## config.mk

```make
export PLATFORM = sky130hd
export DESIGN_NAME = multicycle_add_sequencer
export DESIGN_NICKNAME = d
export VERILOG_FILES = /design/src/rtl/multicycle_add_sequencer_pkg.sv /design/src/rtl/multicycle_add_sequencer_cla_slice8.sv /design/src/rtl/multicycle_add_sequencer.sv
export SDC_FILE = /design/constraint.sdc
export NUM_CORES = 1
export LEC_CHECK = 0
export ABC_CLOCK_PERIOD_IN_PS = 3750
export CORE_ASPECT_RATIO = 1.25
export CORE_MARGIN = 8
export CORE_UTILIZATION = 48
export CTS_CLUSTER_SIZE = 40
export DETAILED_ROUTE_END_ITERATION = 8
export PLACE_DENSITY = 0.75
export SLEW_MARGIN = 5
export SYNTH_ARGS = -nofsm -noshare
export SYNTH_HDL_FRONTEND = slang
export SYNTH_SLANG_ARGS = --single-unit
export TNS_END_PERCENT = 30
```

## constraint.sdc

```tcl
create_clock -name clock -period 3.75 [get_ports clock]
set_input_delay 0.375 -clock clock [delete_from_list [all_inputs] [get_ports clock]]
set_output_delay 0.375 -clock clock [all_outputs]
set_load 0.05 [all_outputs]
```

## src/rtl/multicycle_add_sequencer_pkg.sv

```systemverilog
// ----------------------------------------------------------------------------
// multicycle_add_sequencer_pkg: shared FSM state type and slice constants
// Rev 1.0
// ----------------------------------------------------------------------------
`default_nettype none

package multicycle_add_sequencer_pkg;

  typedef enum logic [1:0] {
    IDLE = 2'd0,
    RUN  = 2'd1,
    DONE = 2'd2
  } state_t;

  localparam int SLICE_W = 8;

  function automatic int num_slices(input int width);
    return width / SLICE_W;
  endfunction

endpackage

`default_nettype wire

```

## src/rtl/multicycle_add_sequencer_cla_slice8.sv

```systemverilog
// ----------------------------------------------------------------------------
// cla_slice8: combinational 8-bit carry-lookahead slice
// Rev 1.0
// ----------------------------------------------------------------------------
`default_nettype none

module cla_slice8 (
  input  logic       carry_in,
  input  logic [7:0] prop,
  input  logic [7:0] gen,
  input  logic [7:0] a,
  input  logic [7:0] b,
  output logic [7:0] sum,
  output logic       carry_out
);

  logic [8:0] carry;

  // Each carry is the flat OR of generate terms gated by the propagate chain above them
  always_comb begin
    logic acc;
    logic pp;
    carry    = '0;
    carry[0] = carry_in;
    for (int i = 0; i < 8; i++) begin
      acc = gen[i];
      pp  = prop[i];
      for (int j = i - 1; j >= 0; j--) begin
        acc = acc | (pp & gen[j]);
        pp  = pp & prop[j];
      end
      carry[i+1] = acc | (pp & carry_in);
    end
  end

  assign sum       = a ^ b ^ carry[7:0];
  assign carry_out = carry[8];

endmodule

`default_nettype wire

```

## src/rtl/multicycle_add_sequencer.sv

```systemverilog
// ----------------------------------------------------------------------------
// multicycle_add_sequencer: A+B / A-B computed one 8-bit slice per clock
// Rev 1.0
// ----------------------------------------------------------------------------
`default_nettype none

module multicycle_add_sequencer
  import multicycle_add_sequencer_pkg::*;
#(
  parameter int WIDTH = 32,
  parameter int SLICE = 8
) (
  input  logic             clock,
  input  logic             reset_n,
  input  logic             start,
  input  logic             subtract,
  input  logic [WIDTH-1:0] operand_a,
  input  logic [WIDTH-1:0] operand_b,
  output logic             busy,
  output logic             done,
  output logic [WIDTH-1:0] result,
  output logic             carry_out,
  output logic             overflow
);

  localparam int NUM_SLICES = num_slices(WIDTH);
  localparam int K_W        = (NUM_SLICES > 1) ? $clog2(NUM_SLICES) : 1;
  localparam logic [K_W-1:0] K_LAST = K_W'(NUM_SLICES - 1);

  state_t           state_q, state_d;
  logic [K_W-1:0]   k_q, k_d;
  logic [WIDTH-1:0] a_q, a_d;
  logic [WIDTH-1:0] b_q, b_d;
  logic             carry_q, carry_d;
  logic [WIDTH-1:0] result_q, result_d;
  logic             carry_out_q, carry_out_d;
  logic             overflow_q, overflow_d;
  logic             busy_q, busy_d;
  logic             done_q, done_d;

  logic [SLICE_W-1:0] slice_a;
  logic [SLICE_W-1:0] slice_b;
  logic [SLICE_W-1:0] slice_sum;
  logic               slice_cout;

  assign slice_a = a_q[int'(k_q)*SLICE +: SLICE_W];
  assign slice_b = b_q[int'(k_q)*SLICE +: SLICE_W];

  cla_slice8 u_slice (
    .carry_in  (carry_q),
    .prop      (slice_a | slice_b),
    .gen       (slice_a & slice_b),
    .a         (slice_a),
    .b         (slice_b),
    .sum       (slice_sum),
    .carry_out (slice_cout)
  );

  always_comb begin
    state_d     = state_q;
    k_d         = k_q;
    a_d         = a_q;
    b_d         = b_q;
    carry_d     = carry_q;
    result_d    = result_q;
    carry_out_d = carry_out_q;
    overflow_d  = overflow_q;
    case (state_q)
      RUN: begin
        result_d[int'(k_q)*SLICE +: SLICE_W] = slice_sum;
        carry_d = slice_cout;
        k_d     = k_q + K_W'(1);
        if (k_q == K_LAST) begin
          state_d     = DONE;
          carry_out_d = slice_cout;
          overflow_d  = (a_q[WIDTH-1] == b_q[WIDTH-1]) &&
                        (slice_sum[SLICE_W-1] != a_q[WIDTH-1]);
        end
      end
      default: begin
        // Subtraction is A + ~B + 1: invert B here and seed the carry with 1
        if (start) begin
          state_d = RUN;
          k_d     = '0;
          a_d     = operand_a;
          b_d     = subtract ? ~operand_b : operand_b;
          carry_d = subtract;
        end else begin
          state_d = IDLE;
        end
      end
    endcase
    busy_d = (state_d == RUN);
    done_d = (state_d == DONE);
  end

  always_ff @(posedge clock or negedge reset_n) begin
    if (!reset_n) begin
      state_q     <= IDLE;
      k_q         <= '0;
      a_q         <= '0;
      b_q         <= '0;
      carry_q     <= 1'b0;
      result_q    <= '0;
      carry_out_q <= 1'b0;
      overflow_q  <= 1'b0;
      busy_q      <= 1'b0;
      done_q      <= 1'b0;
    end else begin
      state_q     <= state_d;
      k_q         <= k_d;
      a_q         <= a_d;
      b_q         <= b_d;
      carry_q     <= carry_d;
      result_q    <= result_d;
      carry_out_q <= carry_out_d;
      overflow_q  <= overflow_d;
      busy_q      <= busy_d;
      done_q      <= done_d;
    end
  end

  assign busy      = busy_q;
  assign done      = done_q;
  assign result    = result_q;
  assign carry_out = carry_out_q;
  assign overflow  = overflow_q;

endmodule

`default_nettype wire

```

## Word-level counts from Yosys, hierarchy flattened

Cells that the tools add are included.

- Logic and storage cells: 141
- Register bits after elaboration: 105

- Reductions and logical operators: 4
- Bitwise operators: 106
- Shift operators: 4
- Muxes and demuxes: 9
- Eq/ne operators: 6
- Add/subtract/negate cells: 2

Operators by type and width:

| kind | count |
|---|---|
| $and A1 B1 Y1 | 64 |
| $shiftx A32 B6 Y8 | 2 |
| $or A1 B1 Y1 | 36 |
| $neg A5 Y33 | 1 |
| $shift A8 B33 Y32 const A | 1 |
| $shiftx A8 B33 Y32 | 1 |
| $bwmux W32 | 1 |
| $mux W32 | 1 |
| $not A32 Y32 | 1 |
| $xor A8 B8 Y8 | 2 |
| $and A8 B8 Y8 | 1 |
| $mux W2 | 4 |
| $or A8 B8 Y8 | 1 |
| $eq A2 B1 Y1 const B | 2 |
| $eq A2 B2 Y1 const B | 2 |
| $reduce_and A2 Y1 | 2 |
| $mux W1 | 3 |
| $add A2 B1 Y2 const B | 1 |
| $reduce_bool A2 Y1 | 1 |
| $eq A1 B1 Y1 | 1 |
| $logic_and A1 B1 Y1 | 1 |
| $ne A1 B1 Y1 | 1 |
| $not A1 Y1 | 1 |

## Longest topological paths before layout

Gate-level depths: netlist (run 1).

- Word-level depth: 13
- Gate-level depth with buffers: 10
- Depth with buffers taken out: 8

## Cells and area by module

A second synthesis (run 1) with hierarchy kept.

- Cells, all modules: 432
- Area, all modules: 5260.0 um^2

By module, submodules not included:

| module | area an instance (um^2) | sequential area each (um^2) | cells each | instances |
|---|---|---|---|---|
| multicycle_add_sequencer | 4971.0 | 2627.5 | 394 | 1 |
| cla_slice8 | 289.0 | 0.0 | 38 | 1 |

## Worst setup path after synthesis (run 1)

No wires, ideal clock.

- Path kind: register -> register
- From: reg k_q[1]
- To: reg result_q[28] (netlist: result[28])
- Cell stages (with the launch flop): 10
- Period minus slack after synthesis: 2645 ps
- Setup time: 135 ps
- Slack: 1105 ps
- Data arrival time: 2510 ps
- Cell sequence: dfrtp_1 -> buf_2 -> buf_1 -> mux4_2 -> ha_1 -> nor2b_1 -> o31a_1 -> or4_1 -> o311ai_2 -> o21ai_0

- Longest elaborated chain between the ends: 13
- Elaborated cells on any way between the ends: 87
- Those cells by class: 1 x add/sub; 4 x shift; 1 x mux; 81 x bitwise

RTL lines:

| what | RTL line | source |
|---|---|---|
| start, declared | multicycle_add_sequencer.sv:31 | `logic [K_W-1:0] k_q, k_d;` |
| start signal, assigned | multicycle_add_sequencer.sv:111 | `k_q <= k_d;` |
| $shiftx A32 B6 Y8 (on tied branches) | multicycle_add_sequencer.sv:46, multicycle_add_sequencer.sv:47 |  |
| $or A8 B8 Y8 or $and A8 B8 Y8 (tied branches) | multicycle_add_sequencer.sv:51, multicycle_add_sequencer.sv:52 |  |
| $and A1 B1 Y1 (on tied branches) | multicycle_add_sequencer_cla_slice8.sv:29, multicycle_add_sequencer_cla_slice8.sv:30 |  |
| $or A1 B1 Y1, or another cell as far along (5 in a row) | multicycle_add_sequencer_cla_slice8.sv:29 | `acc = acc \| (pp & gen[j]);` |
| $or A1 B1 Y1 or $and A1 B1 Y1 (tied branches) | multicycle_add_sequencer_cla_slice8.sv:29, multicycle_add_sequencer_cla_slice8.sv:32 |  |
| $or A1 B1 Y1 | multicycle_add_sequencer_cla_slice8.sv:32 | `carry[i+1] = acc \| (pp & carry_in);` |
| $xor A8 B8 Y8 | multicycle_add_sequencer_cla_slice8.sv:36 | `assign sum = a ^ b ^ carry[7:0];` |
| $shiftx A8 B33 Y32 | multicycle_add_sequencer.sv:70 | `result_d[int'(k_q)*SLICE +: SLICE_W] = slice_sum;` |
| $bwmux W32 * | multicycle_add_sequencer.sv:70 |  |
| end signal, assigned | multicycle_add_sequencer.sv:115 | `result_q <= result_d;` |
| end, declared | multicycle_add_sequencer.sv:35 | `logic [WIDTH-1:0] result_q, result_d;` |

Every way passes the cells marked *; elsewhere a longest branch is shown, timed or not.
A chain may end at the register's enable or synchronous reset.

## Worst setup path in the final report (run 1)

- From: reg k_q[0]
- To: reg result_q[6] (netlist: result[6])

The elaborated chain is that of the path after synthesis.

==> results.json, run 1 <==
{
  "first_global_vias": 3783,
  "avgViaCountPerCell": 5.31,
  "finalWirelength_microns": 11500,
  "grt_start_max_net_pins": 87,
  "mappedNetlistArea_sq_um": 5170,
  "post_cts_resized": 0,
  "tightestPinTransition_ns": 1.06,
  "synthesis.instances": 435,
  "hold_ws_ns": 0.228,
  "worst_setup_hold_path_clk_slew_ns": 0.07,
  "fin_nets": 627,
  "placeableCoreArea_sq_um": 10600,
  "port_buffers": 103,
  "die_height_microns": 132,
  "critical_path.startpoint_type": "flip-flop",
  "run_status": "finished, final reports clean",
  "relative_max_transition_margin_pct": 29.4,
  "post-cts-setup-buffers": 0,
  "drt-initial-drc-count": 131,
  "share_of_the_synthesized_area_in_the_top_cell_type_pct": 50.9,
  "route.vias.total": 3574,
  "ant_nets": 0,
  "tns_ns": 0,
  "power_leakage_uw": 0.00287,
  "postSynthNetCount": 526,
  "drt_pre_antenna_iters": 4,
  "crit_path_end": "result[6]",
  "synthTopCellsByCount": "sky130_fd_sc_hd__dfrtp_1 (105), sky130_fd_sc_hd__nand2_1 (58), sky130_fd_sc_hd__o21ai_0 (46), sky130_fd_sc_hd__xnor2_1 (35), sky130_fd_sc_hd__mux2_2 (32)",
  "n_antenna_cell": 0,
  "grt_first_pass_wirelength_microns": 19000,
  "grt_antenna_before_repair": 0,
  "regToRegEndpoint": "result[6]",
  "ctsHoldBuffers": 0,
  "main_synth_ff_type": "sky130_fd_sc_hd__dfrtp_1",
  "ys_top_cells_by_area": "sky130_fd_sc_hd__dfrtp_1 (51%), sky130_fd_sc_hd__mux2_2 (7.0%), sky130_fd_sc_hd__mux4_2 (7.0%)",
  "worst_ir_drop_vdd_mv": 0.403,
  "clock-sinks": 105,
  "reg2reg_from": "k_q[0]",
  "gp_congestion": 0.805,
  "post-route-period-util_pct": 81.2,
  "rsz_0062_raised_after_global_routing": "no",
  "fillerInstances": 824,
  "synth_enable_flop_cells": 0,
  "die_w_microns": 109,
  "die-area_sq_um": 14400,
  "critPathArrivalTime_ns": 3.25,
  "classification_of_the_worst_slack_hold_path": "input port to async pin",
  "area_delta_synth_final_pct": 28.8,
  "timing.setup.critical_path_class": "flip-flop to flip-flop",
  "synth_sequential_area_ratio_pct": 50.9,
  "cp_data_required_time_ns": 3.96,
  "drc": 0,
  "num_rows": 42,
  "synth_async_sr_flop_share_pct": 100,
  "max_capacitance_violation_count": 0,
  "timing.critical_path.from": "k_q[0]",
  "io_pins": 104,
  "grt_overflow_total": 0,
  "setup-violations-final": 0,
  "synth_top_cell_by_area": "sky130_fd_sc_hd__dfrtp_1",
  "yosys.cell_count.top_type": "sky130_fd_sc_hd__dfrtp_1",
  "dpl.hpwl_microns": 8940,
  "effective_utilization_at_floorplan_pct": 48.9,
  "clock_period_minus_worst_slack_ns": 3.04,
  "cts_made_buffers": 9,
  "routedWlPerCell_microns": 17.1,
  "postSynthRegisterBits": 105,
  "number_of_h_tree_branching_levels": 3,
  "tritoncts": "done",
  "clock-skew-final_ns": 0.00665,
  "maxSlewViolCount": 0,
  "syn_avg_cell_area_sq_um": 11.9,
  "post_route_cells_drive_above_1_share_pct": 15.5,
  "final-hold-violation-count": 0,
  "r2r_worst_path_depth": 8,
  "preCtsSetupSlack_ns": 0.701,
  "gr-usage-all-layers_pct": 16.9,
  "final_core_utilization_pct": 63.0,
  "powerDensity_nw_per_um2": 1000,
  "fin_ws_ns": 0.707,
  "clock_latency_ns": 0.34,
  "post_synth_num_cell_types": 45,
  "critPathMaxFanout": 15,
  "ctsLongestPathBuffers": 2,
  "max_freq_ghz": 0.329,
  "power_uw": 6680,
  "yosysWarnings": 0,
  "ff2ff_setup_slack_ns": 0.71,
  "cts_root_buffer": "sky130_fd_sc_hd__clkbuf_16",
  "crit_path_end_kind": "flip-flop"
}
## metal layers
metal	global-route usage (%)	wire, microns	vias to the layer above
li1	-	-	1725
met1	19.5	4540	1748
met2	29.1	6100	84
met3	4.35	648	17
met4	6.10	232	0
met5	0	0	-
## area by class of cell
| cell class | instances | area (sq um) | area share, % |
|---|---|---|---|
| clock buffer | 9 | 225 | 3.39 |
| clock inverter | 7 | 119 | 1.79 |
| inverter | 28 | 105 | 1.58 |
| multi-input combinational | 283 | 2340 | 35.2 |
| sequential | 105 | 2630 | 39.5 |
| tap | 132 | 165 | 2.48 |
| timing repair buffer | 109 | 1070 | 16.1 |
## flip-flops by register name, indices dropped and copies added, names as in the netlist
register,flops
k_q,2
state_q,2
carry_q,1
result,32
done,1
b_q,32
carry_out,1
busy,1
overflow,1
a_q,32
## worst min path at each step
stage | slack, ns | to | from | cells past startpoint
after global routing | 0.31 | a_q[24] | reset_n | 1
after floorplan | 0.08 | a_q[0] | reset_n | 0
final | 0.23 | a_q[3] | reset_n | 1
after detailed placement | 0.47 | b_q[18] | b_q[18] | 2
after CTS | 0.27 | a_q[3] | reset_n | 1
after global placement | 0.46 | b_q[4] | b_q[4] | 2
## cell families (layout without fill, tap and decap cells)
kind of cell / after synthesis / count (layout) / synth area share (%)
AND/OR/NAND/NOR: 91 / 91 / 8.53
XOR/XNOR: 36 / 36 / 6.10
flip-flops: 105 / 105 / 50.9
AO/OA/AOI/OAI: 85 / 85 / 11.0
adder cells (fa/ha/maj): 23 / 23 / 5.72
buffers and inverters: 47 / 153 / 3.85
multiplexers: 48 / 48 / 14.0
## placed cells by master (no fill, tap or decap), drive strengths merged, types with 4 or more instances in the layout
master,netlist,routed
clkbuf,5,9
nand2,59,59
o31ai,6,6
mux4,16,16
dfrtp,105,105
ha,22,22
a22o,16,16
nor2b,4,4
nor2,4,4
a21oi,4,4
clkdlybuf4s50,0,101
o21ai,49,49
buf,14,8
mux2,32,32
inv,28,28
xnor2,35,35
nor3,6,6
## where the power goes
group          switching, uW  total [uW]  internal [uW]
registers                338        1970           1630
logic                   2120        3650           1530
clock network            412        1060            652
## stage by stage
stage / cell area (sq um) / cells
global placement: 6310 / 657
global route: 6650 / 673
detailed placement: 6310 / 657
floorplan: 5170 / 435
CTS: 6650 / 673
finish: 6650 / 673
## worst max-delay path: stages (launching register included)
cell	delay, ns
sky130_fd_sc_hd__dfrtp_1	0.78
sky130_fd_sc_hd__buf_4	0.30
sky130_fd_sc_hd__mux4_2	0.53
sky130_fd_sc_hd__ha_1	0.25
sky130_fd_sc_hd__nor2b_1	0.14
sky130_fd_sc_hd__o21bai_2	0.24
sky130_fd_sc_hd__nand3_1	0.18
sky130_fd_sc_hd__o311ai_2	0.33
sky130_fd_sc_hd__o21ai_0	0.16
No activity file was read; power rests on OpenSTA's default activity.
==> inputs of run 2 (changes only) <==
ABC_CLOCK_PERIOD_IN_PS = 3150   (was 3750)
clock period = 3.15 ns   (was 3.75 ns; I/O delays follow)
==> results.json, run 2 (same netlist as run 1, synthesis figures left out) <==
{
  "tritoncts": "done",
  "grt_antenna_before_repair": 0,
  "wl_met1_microns": 4810,
  "post_route_cells_drive_above_1_share_pct": 16.0,
  "crit_path_end_kind": "flip-flop",
  "maxSlewViolCount": 0,
  "grt_start_max_net_pins": 62,
  "powerDensity_nw_per_um2": 1180,
  "die_height_microns": 132,
  "ctsLongestPathBuffers": 2,
  "finalWirelength_microns": 11500,
  "num_rows": 42,
  "post_cts_resized": 0,
  "clock-sinks": 105,
  "die_w_microns": 109,
  "critical_path.startpoint_type": "flip-flop",
  "tns_ns": 0,
  "fillerInstances": 856,
  "n_antenna_cell": 0,
  "fin_nets": 631,
  "classification_of_the_worst_slack_hold_path": "input port to async pin",
  "post-route-period-util_pct": 88.0,
  "clock_latency_ns": 0.34,
  "numPlacedInstances": 661,
  "multi_input_area_sq_um": 2340,
  "placed_cell_area_sq_um": 6350,
  "placeableCoreArea_sq_um": 10600,
  "worst_ir_drop_vdd_mv": 0.491,
  "cts_root_buffer": "sky130_fd_sc_hd__clkbuf_16",
  "clock-skew-final_ns": 0.00619,
  "finalInstanceArea_sq_um": 6650,
  "timing.setup.critical_path_class": "flip-flop to flip-flop",
  "grt_first_pass_wirelength_microns": 19300,
  "setup-violations-final": 0,
  "power_leakage_uw": 0.00288,
  "routedWlPerCell_microns": 17.0,
  "ctsHoldBuffers": 0,
  "clock_period_minus_worst_slack_ns": 2.77,
  "critPathArrivalTime_ns": 3.05,
  "number_of_h_tree_branching_levels": 3,
  "final_cell_count_without_fillers": 677,
  "run_status": "finished, final reports clean",
  "ant_nets": 0,
  "tightestPinTransition_ns": 0.943,
  "gr-usage-all-layers_pct": 16.9,
  "critPathMaxFanout": 8,
  "cp_data_required_time_ns": 3.43,
  "dpl.hpwl_microns": 9150,
  "hold_ws_ns": 0.0258,
  "post-cts-setup-buffers": 0,
  "top_layer_used": "met4",
  "ff2ff_setup_slack_ns": 0.38,
  "grt_overflow_total": 0,
  "routed-wl-met2_microns": 6010,
  "avgViaCountPerCell": 5.34,
  "effective_utilization_at_floorplan_pct": 48.9,
  "cts_made_buffers": 9,
  "route.vias.total": 3612,
  "gp_congestion": 0.797,
  "first_global_vias": 3817,
  "mostFrequentLayoutCell": "sky130_fd_sc_hd__dfrtp_1",
  "most-common-layout-cells": "sky130_fd_sc_hd__dfrtp_1 (105), sky130_fd_sc_hd__clkdlybuf4s50_1 (101), sky130_fd_sc_hd__nand2_1 (57), sky130_fd_sc_hd__o21ai_0 (46), sky130_fd_sc_hd__xnor2_1 (35)",
  "drc": 0,
  "seqCellArea_sq_um": 2630,
  "final-hold-violation-count": 0,
  "drt-initial-drc-count": 149,
  "relative_max_transition_margin_pct": 36.9,
  "max_freq_ghz": 0.361,
  "drt_pre_antenna_iters": 4,
  "met3RoutedLength_microns": 581,
  "rsz_0062_raised_after_global_routing": "no",
  "area_delta_synth_final_pct": 28.6,
  "io_pins": 104,
  "port_buffers": 103,
  "max_capacitance_violation_count": 0,
  "worst_setup_hold_path_clk_slew_ns": 0.07,
  "die-area_sq_um": 14400
}
-- run 2: cell count changes in the layout (fill, tap and decap cells not counted) --
cell | before | now
sky130_fd_sc_hd__bufinv_16 | 3 | 0
sky130_fd_sc_hd__buf_4 | 7 | 10
sky130_fd_sc_hd__buf_12 | 0 | 1
sky130_fd_sc_hd__clkbuf_1 | 0 | 1
sky130_fd_sc_hd__clkinv_4 | 1 | 0
sky130_fd_sc_hd__clkbuf_8 | 0 | 4
sky130_fd_sc_hd__clkinv_2 | 1 | 2
sky130_fd_sc_hd__clkinvlp_4 | 2 | 0
-- run 2: metrics by stage --
| step | power, uW | util (%) | setup slack [ns] |
|---|---|---|---|
| after floorplan | 5500 | - | 0.505 |
| after global placement | 6650 | 60.1 | 0.423 |
| after detailed placement | 6800 | 60.1 | 0.349 |
| after CTS | 7890 | 62.9 | 0.336 |
| after global routing | 8410 | 62.9 | 0.110 |
| final | 7830 | 62.9 | 0.379 |
-- run 2: worst max-delay path: stages (launching register included) --
cell	delay, ns
sky130_fd_sc_hd__dfrtp_1	0.64
sky130_fd_sc_hd__mux4_2	0.62
sky130_fd_sc_hd__ha_1	0.21
sky130_fd_sc_hd__nor2b_1	0.15
sky130_fd_sc_hd__o31ai_2	0.33
sky130_fd_sc_hd__nand3_1	0.19
sky130_fd_sc_hd__xor2_1	0.36
sky130_fd_sc_hd__a22o_1	0.19
-- run 2: power breakdown --
group / total (uW) / internal (uW) / switching [uW] / leakage (uW)
sequential: 2320 / 1940 / 384 / 0.00132
combinational: 4420 / 1860 / 2560 / 0.00141
clock: 1080 / 620 / 464 / 0.000149
-- run 2: cell type report --
cell class                 instances  area share [%]
sequential                       105            39.5
multi-input combinational        283            35.2
timing repair buffer             113            16.7
clock buffer                      14            4.27
tap                              132            2.49
inverter                          28            1.58
clock inverter                     2           0.151
-- run 2: final timing paths --
check	startpoint	cells past startpoint	endpoint
max reg2reg	k_q[0]	7	result[5]
min	reset_n	1	result[27]
min in group clock	b_q[18]	2	b_q[18]
max in group asynchronous	reset_n	2	result[11]
min reg2reg	b_q[18]	2	b_q[18]
max	k_q[0]	7	result[5]
-- run 2: layer usage --
metal / vias to the layer above / track usage (%)
met5: - / 0
met4: 0 / 5.49
met3: 12 / 3.82
met2: 79 / 29.0
met1: 1791 / 20.1
li1: 1730 / -
